## config.mk

```make
export PLATFORM = sky130hd
export DESIGN_NAME = bus_reduce_fifo
export DESIGN_NICKNAME = d
export VERILOG_FILES = /design/src/rtl/bus_reduce_fifo.sv
export SDC_FILE = /design/constraint.sdc
export NUM_CORES = 1
export LEC_CHECK = 0
export ABC_AREA = 1
export CORE_ASPECT_RATIO = 0.8
export CORE_MARGIN = 5
export CORE_UTILIZATION = 30
export DETAILED_ROUTE_END_ITERATION = 16
export DONT_BUFFER_PORTS = 1
export PLACE_DENSITY = 0.52
export SETUP_SLACK_MARGIN = 0.05
export SLEW_MARGIN = 10
export SYNTH_ARGS = -nofsm -noshare
export SYNTH_HDL_FRONTEND = slang
export SYNTH_HIERARCHICAL = 1
export SYNTH_SLANG_ARGS = --single-unit
```

## constraint.sdc

```tcl
create_clock -name clk -period 2.45 [get_ports clk]
set_clock_uncertainty 0.05 [all_clocks]
set_input_delay 0.49 -clock clk [delete_from_list [all_inputs] [get_ports clk]]
set_output_delay 0.49 -clock clk [all_outputs]
set_load 0.1 [all_outputs]
```

## src/rtl/bus_reduce_fifo.sv

```systemverilog
// Purpose: reduces NUM_OPS operands with AND/OR/XOR/ADD and queues the results for a stalling consumer.
// Latency: 1 cycle from input accept to out_valid when the queue is empty. No combinational in->out path.
// Backpressure: in_ready = (count < DEPTH) and is not relieved by a same-cycle pop; the head holds while out_ready=0.

// Purpose: generic DEPTH-entry FIFO with a registered head-of-queue output.
// Latency: a push into an empty FIFO is visible at pop_dat/pop_vld on the next cycle.
// Backpressure: push_rdy is low while full, even if a pop happens in the same cycle.
module fifo #(
    parameter int DW    = 8,
    parameter int DEPTH = 4,
    parameter int CW    = $clog2(DEPTH) + 1
) (
    input  logic          clk,
    input  logic          rst_n,
    input  logic          push_vld,
    output logic          push_rdy,
    input  logic [DW-1:0] push_dat,
    output logic          pop_vld,
    input  logic          pop_rdy,
    output logic [DW-1:0] pop_dat,
    output logic [CW-1:0] count
);
    localparam int PW = $clog2(DEPTH);
    localparam logic [CW-1:0] FULL_CNT = CW'(DEPTH);

    logic [DW-1:0] mem [DEPTH];
    logic [PW-1:0] wr_ptr;
    logic [PW-1:0] rd_ptr;
    logic [PW-1:0] rd_ptr_nxt;
    logic [CW-1:0] count_nxt;
    logic          do_push;
    logic          do_pop;

    assign push_rdy = (count != FULL_CNT);
    assign pop_vld  = (count != '0);
    assign do_push  = push_vld & push_rdy;
    assign do_pop   = pop_vld & pop_rdy;

    // Next read pointer and occupancy; a push and a pop together leave the occupancy unchanged
    always_comb begin
        rd_ptr_nxt = do_pop ? rd_ptr + PW'(1) : rd_ptr;
        count_nxt  = count;
        case ({do_push, do_pop})
            2'b10:   count_nxt = count + CW'(1);
            2'b01:   count_nxt = count - CW'(1);
            default: count_nxt = count;
        endcase
    end

    // Storage array; stale entries are never visible because the head is held in its own register
    always_ff @(posedge clk) begin
        if (do_push) begin
            mem[wr_ptr] <= push_dat;
        end
    end

    // Pointers, occupancy and registered head. The head bypasses the array when the new write becomes the head
    always_ff @(posedge clk or negedge rst_n) begin
        if (!rst_n) begin
            wr_ptr  <= '0;
            rd_ptr  <= '0;
            count   <= '0;
            pop_dat <= '0;
        end else begin
            if (do_push) begin
                wr_ptr <= wr_ptr + PW'(1);
            end
            rd_ptr <= rd_ptr_nxt;
            count  <= count_nxt;
            if (do_push && (wr_ptr == rd_ptr_nxt)) begin
                pop_dat <= push_dat;
            end else if (count_nxt != '0) begin
                pop_dat <= mem[rd_ptr_nxt];
            end
        end
    end
endmodule

// Purpose: reduces an operand group with a selectable operator and buffers the {carry,result} pairs.
// Latency: 1 cycle from accept to out_valid on an empty FIFO.
// Backpressure: in_ready low when DEPTH results are queued; out_* hold while out_ready=0.
module bus_reduce_fifo #(
    parameter int WIDTH   = 8,
    parameter int NUM_OPS = 3,
    parameter int DEPTH   = 4
) (
    input  logic                       clk,
    input  logic                       rst_n,
    input  logic                       in_valid,
    output logic                       in_ready,
    input  logic [NUM_OPS*WIDTH-1:0]   in_ops,
    input  logic [1:0]                 in_mode,
    output logic                       out_valid,
    input  logic                       out_ready,
    output logic [WIDTH-1:0]           out_data,
    output logic                       out_carry,
    output logic [$clog2(DEPTH):0]     count,
    output logic [15:0]                txn_count
);
    localparam int SW = WIDTH + $clog2(NUM_OPS);
    localparam int CW = $clog2(DEPTH) + 1;

    localparam logic [1:0] MODE_AND = 2'd0;
    localparam logic [1:0] MODE_OR  = 2'd1;
    localparam logic [1:0] MODE_XOR = 2'd2;

    logic [WIDTH-1:0] op;
    logic [WIDTH-1:0] red_and;
    logic [WIDTH-1:0] red_or;
    logic [WIDTH-1:0] red_xor;
    logic [SW-1:0]    red_sum;
    logic [WIDTH-1:0] red_res;
    logic             red_carry;
    logic [WIDTH:0]   head_dat;
    logic             accept;

    // Reduce all operands under every operator, then pick by mode; the sum is wide enough never to wrap
    always_comb begin
        op      = '0;
        red_and = '1;
        red_or  = '0;
        red_xor = '0;
        red_sum = '0;
        for (int k = 0; k < NUM_OPS; k++) begin
            op      = in_ops[k*WIDTH +: WIDTH];
            red_and = red_and & op;
            red_or  = red_or | op;
            red_xor = red_xor ^ op;
            red_sum = red_sum + {{(SW-WIDTH){1'b0}}, op};
        end
        red_carry = 1'b0;
        case (in_mode)
            MODE_AND: red_res = red_and;
            MODE_OR:  red_res = red_or;
            MODE_XOR: red_res = red_xor;
            default: begin
                red_res   = red_sum[WIDTH-1:0];
                red_carry = |red_sum[SW-1:WIDTH];
            end
        endcase
    end

    fifo #(
        .DW    (WIDTH + 1),
        .DEPTH (DEPTH),
        .CW    (CW)
    ) u_fifo (
        .clk      (clk),
        .rst_n    (rst_n),
        .push_vld (in_valid),
        .push_rdy (in_ready),
        .push_dat ({red_carry, red_res}),
        .pop_vld  (out_valid),
        .pop_rdy  (out_ready),
        .pop_dat  (head_dat),
        .count    (count)
    );

    assign out_data  = head_dat[WIDTH-1:0];
    assign out_carry = head_dat[WIDTH];
    assign accept    = in_valid & in_ready;

    // Count accepted operand sets; wraps naturally at 16 bits
    always_ff @(posedge clk or negedge rst_n) begin
        if (!rst_n) begin
            txn_count <= '0;
        end else if (accept) begin
            txn_count <= txn_count + 16'd1;
        end
    end
endmodule

```

# [Word-level counts from Yosys, hierarchy flattened]
# Memory sizes are Yosys's and may differ from the RTL's. A register that Yosys moved wholly into a read port is not among the register bits.
# Cells that the tools add are included.
[totals] ff_bits=23 latchBits=0 mem_bits_rw=36 mem_bits_ro=0 inputBits=30 n_memories=1
[memory_table] memory="u_fifo.mem" words=4 word_bits=9 read_ports=1 rd_clocked_by_memory_dff=1 wr=1 line="26" source="logic [DW-1:0] mem [DEPTH];"
[op_classes] n_addsub=7 n_mul=0 n_div=0 magnitude_cmp=0 n_eq_ne=6 n_shift=0 n_mux=6 n_bitwise=8 n_reduce_logical=8
[op_table] op="$pmux W8 S3" n=1
[op_table] op="$add A16 B1 Y16 const B" n=1
[op_table] op="$and A8 B8 Y8" n=2
[op_table] op="$or A8 B8 Y8" n=2
[op_table] op="$xor A8 B8 Y8" n=2
[op_table] op="$add A9 B8 Y10" n=1
[op_table] op="$add A8 B8 Y9" n=1
[op_table] op="$pmux W3 S2" n=1
[op_table] op="$reduce_bool A3 Y1" n=2
[op_table] op="$add A2 B1 Y2 const B" n=2
[op_table] op="$eq A2 B1 Y1 const B" n=2
[op_table] op="$eq A2 B2 Y1 const B" n=2
[op_table] op="$add A3 B1 Y3 const B" n=1
[op_table] op="$mux W1" n=3
[op_table] op="$ne A3 B3 Y1 const B" n=1
[op_table] op="$reduce_or A3 Y1" n=1
[op_table] op="$sub A3 B1 Y3 const B" n=1
[op_table] op="$and A1 B1 Y1" n=2
[op_table] op="$eq A2 B2 Y1" n=1
[op_table] op="$logic_not A2 Y1" n=1
[op_table] op="$mux W2" n=1
[op_table] op="$reduce_bool A2 Y1" n=1
[op_table] op="$reduce_or A2 Y1" n=1
[op_table] op="$logic_and A1 B1 Y1" n=1
[op_table] op="$logic_not A1 Y1" n=1

# [Depth between registers and ports, before layout]
[logic_depth] ltp_word=6 mapped_depth=16

# [Modules after synthesis]
# Netlist, hierarchy kept.
[modules_own_cells] module="fifo" n_inst=1 cells_each=239 area_each_um2=2466.1
[modules_own_cells] module="bus_reduce_fifo" n_inst=1 cells_each=255 area_each_um2=1888.1

# [Worst setup path before layout]
# Ideal clock, no wire load.
[synth_path] path_kind="register to register" startpoint="register u_fifo.count[2]" endpoint="register u_fifo.pop_dat[0], read port of u_fifo.mem" setup_ns=0.068 arrival_ns=3.749 required_time_ns=2.332 setup_slack_ns=-1.417 path_stages_with_launch=14 n_path_buf=0 path_cell_list="dfrtp_1 nand2_1 nand2_1 ha_1 inv_1 fa_1 nand2_1 nand3_1 xor2_1 nor3_2 nand2_8 inv_6 nand2_1 nand2_1"
[synth_via] elab_chain_len=6
[synth_rtl] element="start, declared" line="21" source="output logic [CW-1:0] count"
[synth_rtl] element="start signal, assigned" line="69" source="count <= count_nxt;"
[synth_rtl] element="$ne A3 B3 Y1 *" line="34" source="assign push_rdy = (count != FULL_CNT);"
[synth_rtl] element="named net in_ready" line="90" source="output logic in_ready,"
[synth_rtl] element="$and A1 B1 Y1 *" line="36" source="assign do_push = push_vld & push_rdy;"
[synth_rtl] element="$eq A2 B1 Y1 / $eq A2 B2 Y1 (equally long branches)" line="43" source="case ({do_push, do_pop})"
[synth_rtl] element="$pmux W3 S2 *" line="43"
[synth_rtl] element="named net u_fifo.count_nxt[2]" line="30" source="logic [CW-1:0] count_nxt;"
[synth_rtl] element="$reduce_bool A3 Y1 *" line="72" source="end else if (count_nxt != '0) begin"
[synth_rtl] element="$reduce_bool A2 Y1 (no source line) *"
[synth_rtl] element="end, declared" line="20" source="output logic [DW-1:0] pop_dat,"
# Mark *: on every way through the listed nets, which the timed path passes. The rest lies on a longest branch.
# A chain may end at the register's enable or synchronous reset.

# [Worst setup path after layout]
[layout_path] startpoint="register u_fifo.count[1]" endpoint="register u_fifo.pop_dat[8], read port of u_fifo.mem"
[layout_via] elab_chain_len=6
[layout_rtl] element="$ne A3 B3 Y1 / $reduce_bool A3 Y1 (equally long branches)" line="34, 35"
[layout_rtl] element="$and A1 B1 Y1 (on tied branches)" line="36, 37"
[layout_rtl] element="$eq A2 B1 Y1 / $eq A2 B2 Y1 (equally long branches)" line="43"
[layout_rtl] element="$pmux W3 S2 *" line="43"
[layout_rtl] element="named net u_fifo.count_nxt[2]" line="30"
[layout_rtl] element="$reduce_bool A3 Y1 *" line="72"
[layout_rtl] element="$reduce_bool A2 Y1 (no source line) *"
# Marked as above.

==> flow_summary.toml <==
[logic_synthesis]
synth_xor_area_frac = 0.0319
ys_ff_latch = 68
yosys_warnings = 6
synth-simple-area-share = 0.284
avgSynthCellArea_sq_um = 8.81
synthFlopType = "edfxtp_1"
synth_nets = 563
synth_cell_types = 37
muxShareOfSynthArea = 0
synth-edff-count = 36
synth-adder-area-share = 0.129
synth_cells = 494
syn_area_sq_um = 4350
seq_area_frac_synth = 0.432
synth_compound_area_frac = 0.0299
synth-async-reset-ratio = 0.471
synth_top_family_by_area = "simple AND/OR/NAND/NOR gates"

[cells_and_area]
finalNonFillerCells = 753
final_common_cell = "nand2_1"
diodes = 0
final_nets = 633
drive_above_1_share = 0.241
nFillCells = 1433
layout_common_cells = "127 x nand2_1, 84 x inv_1, 62 x buf_4, 58 x nand3_1, 36 x edfxtp_1"
post-route-util = 0.386
synthToLayoutAreaGrowth_pct = 26.5

[detailed_routing]
num_vias = 3399
wirelength_microns = 10100
detail_route.wl_per_cell_microns = 13.4
firstDrtPassIters = 4
via_per_inst = 4.51
antenna_left = 0
drc = 0
drt_iter0_markers = 196

[floorplan]
io_pins = 60
initial_utilization = 0.306
rows = 39
die_h_microns = 118
core_area_sq_um = 14200
dieWidth_microns = 145
die-area_sq_um = 17000

[sta]
period_share = 1.00
fmax_ghz = 0.407
max_slew_margin = 0.701
worst_slew_pin_slew_ps = 447
fin_crit_ps = 2450
fin_ws_ps = -4.98
finalSetupViolations = 2
hold_violations = 0
drv_slew = 0
rsz0062_at_grt = "yes"

[cts]
cts_tree = "yes"
clkTransAtPathRegs_ps = 50
clock_latency_ps = 330
cts-buffers-inserted = 9
cts.htree.levels = 3
cts_sinks = 68
clockBufferDepth = 2
clock-root-buffer = "clkbuf_16"

[critical_path]
worstPathArrival_ps = 2620
start_kind = "flop"
critPathRequiredTime_ps = 2620
cp_max_fo = 6
critPathCaptureType = "flop"
path_class = "reg -> reg"

[global_route]
grt_first_pass_wirelength_microns = 17000
grt_max_degree = 33
track_usage = 0.126
antenna_found_initial = 0
grt_pass1_vias = 3377
grt_overflow_total = 0

[power]
vdd_drop_max_v = 0.00103
power.total_mw = 7.20
p_leak_nw = 2.70
powerDensity_nw_per_um2 = 1310

[placed_design]
portBuffers = 0
place_hpwl_microns = 7610
dpl.cell_count = 729
gp_congestion = 0.832

[worst_hold_path]
hp-class = "in -> reg"

[run_status]
status = "finished with violations"
violations = "setup timing"

[job]
drv_cap = 0
worst max-delay path: stages (launching register included):
cell and delay (ps):
dfrtp_4 480, nor2_4 240, nand2_8 90, nand2_8 70, ha_4 130, inv_2 40, fa_2 340, inv_1 60
nand2_1 50, nand3_2 90, xor2_2 200, nor3_4 60, buf_12 150, nand2_8 120, inv_8 50, nand2_1 60
nand2_1 50
metal layers:
metal,vias up,track usage,part of all wire
met1,1623,0.170,0.46
met2,44,0.196,0.49
met5,-,0,0
met3,8,0.0288,0.036
met4,0,0.0425,0.012
li1,1724,-,-
final cells by class:
type | count | area [sq um] | share of cell area
flip-flops and latches | 68 | 1890 | 0.344
multi-input cells | 329 | 2250 | 0.409
well taps | 184 | 230 | 0.0418
repair inverters | 1 | 8.76 | 0.00159
inverters | 90 | 347 | 0.0629
clock buffers | 11 | 233 | 0.0423
clock inverters | 5 | 28.8 | 0.00523
repair buffers | 65 | 515 | 0.0936
sequential cells by signal, summed over array words and instances (netlist names):
signal / cells
txn_count: 16
u_fifo/count: 3
u_fifo/mem: 36
u_fifo/pop_dat: 9
u_fifo/rd_ptr: 2
u_fifo/wr_ptr: 2
where the power goes:
group	internal, mW	switching, mW
sequential	1.59	0.161
combinational	1.23	3.08
clock	0.677	0.458
total	3.50	3.70
cell families (layout without fill, tap and decap cells):
logic type               Yosys count  count (layout)
AND/OR/NAND/NOR                  251             252
buffers and inverters             98             172
flip-flops                        68              68
adder cells (fa/ha/maj)           39              39
AO/OA/AOI/OAI                     23              23
XOR/XNOR                          15              15
cells in the mapped netlist, types with 6 or more instances:
cell type	count	area, sq um
nand2_2	6	37.5
fa_1	10	200
dfrtp_1	32	801
nand4_1	10	62.6
edfxtp_1	36	1080
inv_1	86	323
ha_1	29	363
nand2_1	134	503
o21ai_0	7	35.0
xor2_1	9	78.8
nand3_1	68	340
nor2_1	10	37.5
a21oi_1	9	45.0
path summary, 6_finish.rpt:
check                                         startpoint                       endpoint  slack, ps  cells past startpoint
max                            u_fifo/count[1]$_DFF_PN0_  u_fifo/pop_dat[8]$_DFFE_PN0P_         -5                     16
min                                             in_valid       txn_count[0]$_DFFE_PN0P_        320                      2
max reg2reg                    u_fifo/count[1]$_DFF_PN0_  u_fifo/pop_dat[8]$_DFFE_PN0P_         -5                     16
min reg2reg                u_fifo/pop_dat[6]$_DFFE_PN0P_  u_fifo/pop_dat[6]$_DFFE_PN0P_        440                      2
max in group asynchronous                          rst_n      u_fifo/count[2]$_DFF_PN0_       1570                      2
min in group asynchronous                          rst_n       txn_count[3]$_DFFE_PN0P_        580                      2
stage by stage:
step                      setup TNS (ps)  hold WS (ps)  area [sq um]  setup slack (ps)
after floorplan                    -3060           144          4430              -340
after global placement             -4080           145          5040              -205
after detailed placement           -4710           145          5040              -240
after CTS                          -2.10           314          5460             -2.10
after global routing               -1110           333          5510              -139
final                              -6.24           324          5510             -4.98
timing repair:
item,in CTS,in global routing
endpoints found under the hold margin,32,0
setup buffers,2,2
hold buffers,2,0
pin swaps,11,4
endpoints found under the setup margin,9,21
gates cloned,2,0
gates resized for setup,16,9
No activity file was read; power rests on OpenSTA's default activity.
==> patch: new RTL, config.mk and constraints unchanged <==
`DEPTH` is set to 4 in 2 places; all go to 2.
--- a/src/rtl/bus_reduce_fifo.sv
+++ b/src/rtl/bus_reduce_fifo.sv
@@ -8,5 +8,5 @@
 module fifo #(
     parameter int DW    = 8,
-    parameter int DEPTH = 4,
+    parameter int DEPTH = 2,
     parameter int CW    = $clog2(DEPTH) + 1
 ) (
@@ -83,5 +83,5 @@
     parameter int WIDTH   = 8,
     parameter int NUM_OPS = 3,
-    parameter int DEPTH   = 4
+    parameter int DEPTH   = 2
 ) (
     input  logic                       clk,
Interface: changed (resized count); port bits go from 60 to 59. The function was not compared with the original's and may differ.
==> patch against the unedited design <==
Cell area down 25%; total power down 32%; cell count down 18%; routed wire length down 28%; synthesized area down 22%; setup slack better by 0.18 ns; sequential cell count down 21; sequential share of layout area down 3.6 points.
==> patch: results (changes against the unedited design) <==
[power]
ir_worst_vdd_mv = 0.466  ; was 1.03 mV
power_clock_uw = 651  ; was 1130 uW
p_leak_uw = 0.00216  ; was 0.00270 uW
p_comb_uw = 2970  ; was 4320 uW

[cells_and_area]
clkbuf_count = 8  ; was 11
fillers = 1137  ; was 1433
n_all_inverters = 87  ; was 91
sh_seq_area_pct = 30.8  ; was 34.4%
clkCellAreaFrac_pct = 3.31  ; was 4.75%
seqCellArea_sq_um = 1270  ; was 1890 sq um
drive_above_1_share_pct = 20.0  ; was 24.1%
seq_cells = 47  ; was 68
reg_top3 = u_fifo/mem (18), txn_count (16), u_fifo/pop_dat (9)  ; was u_fifo/mem (36), txn_count (16), u_fifo/pop_dat (9)
fin_nets = 533  ; was 633
multiInputGateArea_sq_um = 1830  ; was 2250 sq um
finalNonFillerCells = 614  ; was 753
buffers_excl_clock = 49  ; was 65

[setup_path]
critPathTopFamily = adder cells  ; was simple AND/OR/NAND/NOR gates
r2r_end = u_fifo/pop_dat[4]  ; was u_fifo/pop_dat[8]
critPathSlowestCell = fa_1  ; was dfrtp_4
path_class = in2reg  ; was reg2reg
max_stage_delay_ns = 0.50  ; was 0.48 ns
worstSetupStartpoint = in_ops[17]  ; was u_fifo/count[1]
r2r_slack_ns = 0.32  ; was -0.005 ns
reg2reg_from = u_fifo/count[0]  ; was u_fifo/count[1]
rr_worst_depth = 8  ; was 16

[route]
dr_total_vias = 2686  ; was 3399
wirelength_um = 7300  ; was 10100 um
drtIter0Drc = 106  ; was 196

[placement]
routabilityCongestion = 0.811  ; was 0.832
placed_area_sq_um = 3910  ; was 5040 sq um
placed_cells = 601  ; was 729
hpwlAfterDp_um = 5820  ; was 7610 um
place_ws_ns = -0.127  ; was -0.240 ns

[run_status]
outcome = complete, no violations  ; was finished, violations left

[timing]
fin_crit_sh_pct = 92.8  ; was 100%
fin_hold_ws_ns = 0.404  ; was 0.324 ns

[logic_synthesis]
yosysSeqAreaShare_pct = 37.4  ; was 43.2%
synth.area.top_cells = dfrtp_1 21%, edfxtp_1 16%, nand2_1 12%, inv_1 9.3%, ha_1 9.2%  ; was edfxtp_1 25%, dfrtp_1 18%, nand2_1 12%, ha_1 8.3%, nand3_1 7.8%
syn_nets = 479  ; was 563
synth_xor_area_share_pct = 3.10  ; was 3.19%
synth_edf_count = 18  ; was 36
yosys-top-cells-count = 110 x nand2_1, 84 x inv_1, 31 x nand3_1  ; was 134 x nand2_1, 86 x inv_1, 68 x nand3_1
async_flop_share_pct = 61.7  ; was 47.1%
synthAdderAreaFrac_pct = 14.5  ; was 12.9%

[clock_tree]
post-cts-setup-buffers = 0  ; was 2
worst_skew_pair.late_latency_ns = 0.28  ; was 0.33 ns
cts_made_buffers = 5  ; was 9
htreeDepth = 2  ; was 3

[grt]
grt_max_degree = 30  ; was 33
track_usage_pct = 11.3  ; was 12.6%

patch: cell count changes in the layout (fill, tap and decap cells not counted), moves of 6 or more:
| cell | before | now |
|---|---|---|
| nand4_1 | 10 | 2 |
| nand2_1 | 127 | 107 |
| nand3b_1 | 1 | 11 |
| nand3_2 | 10 | 4 |
| nor2_1 | 10 | 27 |
| buf_4 | 62 | 47 |
| nand3_1 | 58 | 31 |
| edfxtp_1 | 36 | 18 |
patch: kinds of logic after synthesis:
| logic type | after synthesis |
|---|---|
| and+or+nand+nor | 213 |
| DFF | 47 |
| xor gates and xnor gates | 12 |
| AOI/OAI and AO/OA | 20 |
| buffers and inverters | 89 |
| adders and majority gates | 34 |
patch: routing by layer:
layer	part of all wire (%)	up-vias	wire [um]	GRT usage, %
met5	0	-	0	0
met1	47	1267	3450	15.0
met2	48	22	3480	18.5
met4	1.5	0	112	3.45
li1	-	1388	-	-
met3	3.6	9	261	2.40
